### config.mk
export PLATFORM = sky130hd
export DESIGN_NAME = boundary_cell_piv
export DESIGN_NICKNAME = d
export VERILOG_FILES = /design/src/rtl/boundary_cell_piv.sv
export SDC_FILE = /design/constraint.sdc
export NUM_CORES = 1
export LEC_CHECK = 0
export ABC_AREA = 1
export CORE_MARGIN = 5
export CORE_UTILIZATION = 60
export DETAILED_ROUTE_END_ITERATION = 7
export PLACE_DENSITY_LB_ADDON = 0.2
export REMOVE_ABC_BUFFERS = 1
export SLEW_MARGIN = 10
export SYNTH_ARGS = -nofsm -noshare
export SYNTH_HDL_FRONTEND = slang
export SYNTH_SLANG_ARGS = --single-unit
### constraint.sdc
create_clock -name clk -period 8.2 [get_ports clk]
set_input_delay 2.05 -clock clk [delete_from_list [all_inputs] [get_ports clk]]
set_output_delay 2.05 -clock clk [all_outputs]
set_load 0.01 [all_outputs]
### src/rtl/boundary_cell_piv.sv
// boundary_cell_piv
//   Diagonal cell of the triangularization systolic array. For each accepted
//   element x it keeps the pivot p, decides the neighbour-pivoting swap s and
//   computes the row multiplier c = -num/den with a bit-serial restoring
//   divider. Results are announced by a one-cycle c_valid pulse.
// Parameters
//   DW    data width, two's complement fixed point
//   FRAC  fractional bits
// Ports
//   clk        clock, rising edge
//   rst        asynchronous reset, active low
//   operation  1 = neighbour pivoting, 0 = non-pivoting (sampled on accept)
//   load       with x_valid: x becomes the new pivot, no division
//   x_in       incoming element
//   x_valid    x_in/load/operation valid
//   x_ready    cell idle and able to accept
//   c_out      multiplier for the row's first internal cell
//   s_out      swap flag for the row's first internal cell
//   c_valid    one-cycle pulse, c_out/s_out new this cycle
//   p_out      current pivot register
//   div_zero   sticky divide-by-zero flag, cleared by load or reset
module boundary_cell_piv #(
  parameter int DW   = 32,
  parameter int FRAC = 16
) (
  input  logic          clk,
  input  logic          rst,
  input  logic          operation,
  input  logic          load,
  input  logic [DW-1:0] x_in,
  input  logic          x_valid,
  output logic          x_ready,
  output logic [DW-1:0] c_out,
  output logic          s_out,
  output logic          c_valid,
  output logic [DW-1:0] p_out,
  output logic          div_zero
);

  localparam int QW = DW + FRAC;
  localparam int CW = $clog2(QW + 1);

  localparam logic [1:0] ST_IDLE = 2'd0;
  localparam logic [1:0] ST_DIV  = 2'd1;
  localparam logic [1:0] ST_DONE = 2'd2;

  localparam logic [CW-1:0] CNT_LAST = CW'(QW);
  localparam logic [DW-1:0] C_MAX    = {1'b0, {(DW-1){1'b1}}};
  localparam logic [QW-1:0] Q_MAX    = {{(FRAC+1){1'b0}}, {(DW-1){1'b1}}};

  logic [1:0]    state_q, state_d;
  logic [DW-1:0] p_q, p_d;
  logic [DW-1:0] c_out_q, c_out_d;
  logic          s_out_q, s_out_d;
  logic          c_valid_q, c_valid_d;
  logic          div_zero_q, div_zero_d;
  // Result staged until the DONE cycle publishes it.
  logic [DW-1:0] res_q, res_d;
  logic          s_pend_q, s_pend_d;
  logic          dz_set_q, dz_set_d;
  logic          dz_clr_q, dz_clr_d;
  logic          neg_q, neg_d;
  logic [DW-1:0] den_q, den_d;
  logic [DW-1:0] rem_q, rem_d;
  logic [QW-1:0] dvd_q, dvd_d;
  logic [QW-1:0] quo_q, quo_d;
  logic [CW-1:0] cnt_q, cnt_d;

  logic          accept;
  logic [DW-1:0] abs_x, abs_p, abs_num, abs_den;
  logic          swap;
  logic [DW:0]   rem_sh, rem_sub;
  logic          q_bit;
  logic [DW-1:0] c_mag;

  always_comb begin
    accept  = x_valid && (state_q == ST_IDLE);
    abs_x   = x_in[DW-1] ? -x_in : x_in;
    abs_p   = p_q[DW-1]  ? -p_q  : p_q;
    swap    = operation && (abs_x > abs_p);
    abs_num = swap ? abs_p : abs_x;
    abs_den = swap ? abs_x : abs_p;

    // One restoring step: borrow out of the trial subtract decides the bit.
    rem_sh  = {rem_q, dvd_q[QW-1]};
    rem_sub = rem_sh - {1'b0, den_q};
    q_bit   = ~rem_sub[DW];
    c_mag   = (quo_q > Q_MAX) ? C_MAX : quo_q[DW-1:0];

    state_d    = state_q;
    p_d        = p_q;
    c_out_d    = c_out_q;
    s_out_d    = s_out_q;
    c_valid_d  = (state_q == ST_DONE);
    div_zero_d = div_zero_q;
    res_d      = res_q;
    s_pend_d   = s_pend_q;
    dz_set_d   = dz_set_q;
    dz_clr_d   = dz_clr_q;
    neg_d      = neg_q;
    den_d      = den_q;
    rem_d      = rem_q;
    dvd_d      = dvd_q;
    quo_d      = quo_q;
    cnt_d      = cnt_q;

    case (state_q)
      ST_IDLE: begin
        if (accept) begin
          if (load) begin
            p_d      = x_in;
            res_d    = '0;
            s_pend_d = 1'b0;
            dz_set_d = 1'b0;
            dz_clr_d = 1'b1;
            state_d  = ST_DONE;
          end else begin
            s_pend_d = swap;
            dz_clr_d = 1'b0;
            // sign(num)^sign(den) is the same whichever operand is the divisor
            neg_d    = x_in[DW-1] ^ p_q[DW-1];
            if (swap) p_d = x_in;
            if (abs_den == '0) begin
              res_d    = '0;
              dz_set_d = 1'b1;
              state_d  = ST_DONE;
            end else begin
              dz_set_d = 1'b0;
              den_d    = abs_den;
              dvd_d    = {abs_num, {FRAC{1'b0}}};
              rem_d    = '0;
              quo_d    = '0;
              cnt_d    = '0;
              state_d  = ST_DIV;
            end
          end
        end
      end
      ST_DIV: begin
        if (cnt_q == CNT_LAST) begin
          res_d   = neg_q ? c_mag : -c_mag;
          state_d = ST_DONE;
        end else begin
          rem_d = q_bit ? rem_sub[DW-1:0] : rem_sh[DW-1:0];
          dvd_d = {dvd_q[QW-2:0], 1'b0};
          quo_d = {quo_q[QW-2:0], q_bit};
          cnt_d = cnt_q + CW'(1);
        end
      end
      ST_DONE: begin
        c_out_d    = res_q;
        s_out_d    = s_pend_q;
        div_zero_d = dz_clr_q ? 1'b0 : (dz_set_q ? 1'b1 : div_zero_q);
        state_d    = ST_IDLE;
      end
      default: state_d = ST_IDLE;
    endcase
  end

  always_ff @(posedge clk or negedge rst) begin
    if (!rst) begin
      state_q    <= ST_IDLE;
      p_q        <= '0;
      c_out_q    <= '0;
      s_out_q    <= 1'b0;
      c_valid_q  <= 1'b0;
      div_zero_q <= 1'b0;
      res_q      <= '0;
      s_pend_q   <= 1'b0;
      dz_set_q   <= 1'b0;
      dz_clr_q   <= 1'b0;
      neg_q      <= 1'b0;
      den_q      <= '0;
      rem_q      <= '0;
      dvd_q      <= '0;
      quo_q      <= '0;
      cnt_q      <= '0;
    end else begin
      state_q    <= state_d;
      p_q        <= p_d;
      c_out_q    <= c_out_d;
      s_out_q    <= s_out_d;
      c_valid_q  <= c_valid_d;
      div_zero_q <= div_zero_d;
      res_q      <= res_d;
      s_pend_q   <= s_pend_d;
      dz_set_q   <= dz_set_d;
      dz_clr_q   <= dz_clr_d;
      neg_q      <= neg_d;
      den_q      <= den_d;
      rem_q      <= rem_d;
      dvd_q      <= dvd_d;
      quo_q      <= quo_d;
      cnt_q      <= cnt_d;
    end
  end

  assign x_ready  = (state_q == ST_IDLE);
  assign c_out    = c_out_q;
  assign s_out    = s_out_q;
  assign c_valid  = c_valid_q;
  assign p_out    = p_q;
  assign div_zero = div_zero_q;

endmodule

==> impl_metrics.py <==
metrics = {
    "yosys": {
        "yosysTopAreaCell": "dfrtp_1",
        "synth_top_area_share_pct": 36.2,
        "ys.flop_type": "dfrtp_1",
        "yosys_warnings": 0,
        "yosysUniqueCellTypes": 51,
        "synthCells": 2551,
        "ys_seq_elements": 255,
        "syn_avg_cell_area_um2": 6.91,
        "synth.cell_area_um2": 17600,
        "synth_area_leaders": "dfrtp_1 36%, nand2_1 18%, nand3_1 7.5%, nor2_1 5.0%, ha_1 4.9%",
        "yosysSeqAreaShare_pct": 36.2,
        "synth_edf_count": 0,
        "synthArstFlopShare_pct": 100,
    },
    "clock_tree": {
        "path_clk_slew_ps": 60,
        "hold_buffers": 0,
        "cts_root_buffer": "clkbuf_16",
        "clk_latency_ps": 570,
        "postCtsSetupBuffers": 0,
        "clk_path_buf_depth": 3,
        "post_cts_resized": 0,
        "cts-buffers-inserted": 29,
        "h-tree-depth": 1,
        "cts_sinks": 255,
        "cts_tree": "built",
    },
    "sta": {
        "rsz0062_at_grt": "no",
        "maxSlewViolCount": 0,
        "fin_ws_ps": 1260,
        "tightest_slew_ps": 1210,
        "skew_ps": 18.8,
        "relSlewSlack_pct": 19.4,
        "fin_crit_ps": 6940,
        "min_period_over_period_pct": 84.6,
        "hold_violations": 0,
        "max_freq_mhz": 144,
        "finalSetupTns_ps": 0,
        "setup_viol": 0,
    },
    "critical_path": {
        "rr_worst_depth": 21,
        "rrSetupSlack_ps": 2260,
        "path_class": "in2reg",
        "cp-end-kind": "flop",
        "critical_path_peak_fanout": 91,
        "path_common_cell": "nand2_1",
        "cp_data_required_time_ps": 8700,
        "cp_slowest_cell": "nand2_8",
        "start_kind": "input pin",
        "slowest_delay_ps": 500,
        "arrival_ps": 7440,
    },
    "run": {
        "maxCapViolCount": 0,
    },
    "drt": {
        "wl_um": 48900,
        "via_per_inst": 5.72,
        "drt_iter0_markers": 1878,
        "wl_per_cell_um": 16.3,
        "via_count": 17200,
        "firstDrtPassIters": 6,
        "postRouteAntennaNets": 0,
        "drc": 0,
    },
    "layout": {
        "area_delta_synth_final_pct": 12.1,
        "postLayoutCellArea_um2": 19800,
        "diodes": 0,
        "multiInputGateArea_um2": 9790,
        "mostFrequentLayoutCells": "856 x nand2_1, 263 x nand3_1, 255 x dfrtp_1",
        "final_common_cell": "nand2_1",
        "drive_above_1_share_pct": 6.08,
        "fin_util_pct": 68.4,
        "num-nets-final": 2703,
        "fillers": 2542,
        "regArea_um2": 6380,
    },
    "global_route": {
        "antenna_found_initial": 0,
        "grt_overflow": 0,
        "grt_max_degree": 149,
        "grt.total_usage_pct": 29.1,
        "grt_pass1_vias": 16100,
        "grt_pass1_wl_um": 81300,
    },
    "hold_path": {
        "min_delay_path_depth": 1,
        "hp-class": "reg2reg",
    },
    "placed_design": {
        "placed_area_um2": 18800,
        "port_buffers": 104,
        "dp_hpwl_um": 35500,
        "pre_cts_slack_ps": 767,
        "gp_congestion": 0.967,
    },
    "die": {
        "fp.dieArea_um2": 32900,
        "rows": 62,
        "io_pins": 105,
        "start_util_pct": 61.1,
        "die_w_um": 181,
        "fp.dieH_um": 181,
        "core_area_um2": 28900,
    },
    "status": {
        "outcome": "completed",
    },
}
## logic make-up (layout without fill, tap and decap cells)
kind of cell / after synthesis / count (layout) / share of synthesized area (%)
adders and majority gates: 70 / 70 / 5.01
and+or+nand+nor: 1488 / 1488 / 36.1
DFF: 255 / 255 / 36.2
AOI/OAI and AO/OA: 322 / 322 / 10.4
xor gates and xnor gates: 70 / 70 / 3.61
muxes: 2 / 2 / 0.128
buffers and inverters: 344 / 407 / 8.49
## Yosys cell counts, drive strengths merged (3+ instances only)
library cell,instances
dfrtp,255
nor2,247
xor2,53
o21a,5
o21bai,8
o21ai,162
a21oi,91
or2,7
nand2,862
o211ai,34
buf,54
a21o,7
xnor2,17
nor3,41
clkbuf,64
ha,69
nand4,23
clkinv,3
a21boi,3
inv,223
a31oi,4
nand3,296
nand3b,9
## state kept, by name, summed over array words and instances (netlist names)
| name | cells |
|---|---|
| quo_q | 48 |
| c_out | 32 |
| den_q | 32 |
| dvd_q | 32 |
| p_out | 32 |
| rem_q | 32 |
| res_q | 32 |
| cnt_q | 6 |
| state_q | 2 |
| c_valid | 1 |
| div_zero | 1 |
| dz_clr_q | 1 |
| dz_set_q | 1 |
| neg_q | 1 |
| s_out | 1 |
| s_pend_q | 1 |
## per-layer routing
layer  routed length, µm  track usage (%)
met3                3530             3.70
met2               21100             43.9
met5                   0                0
met1               23300             44.7
met4                1060             6.84
## critical path: cells and delay by family
| family | cells | cell delay, ps |
|---|---|---|
| buf+inv | 5 | 1340 |
| fa+ha+maj | 2 | 480 |
| simple gates | 22 | 3280 |
| compound gates | 2 | 240 |
## final cells by class
| cell class | count | area share [%] |
|---|---|---|
| tap | 384 | 2.43 |
| inverter | 226 | 4.30 |
| timing repair buffer | 132 | 6.49 |
| clock buffer | 41 | 4.11 |
| clock inverter | 8 | 0.817 |
| multi-input combinational | 1952 | 49.6 |
| sequential | 255 | 32.3 |
## worst paths after layout
path | endpoint | start
max in group asynchronous | c_out[16] | rst
hold / removal | div_zero | dz_clr_q
hold reg to reg | div_zero | dz_clr_q
setup reg to reg | rem_q[7] | p_out[31]
setup / recovery | rem_q[7] | x_in[0]
min in group asynchronous | rem_q[4] | rst
## stage by stage
step / cells / hold WS, ps
after detailed placement: 2949 / 443
final: 2998 / 460
after global routing: 2998 / 480
after floorplan: 2433 / 422
after global placement: 2949 / 447
after CTS: 2998 / 463
Power is left out: the tool's default activity adds up to more than one toggle a clock period on the data nets, which glitch-free logic cannot reach.
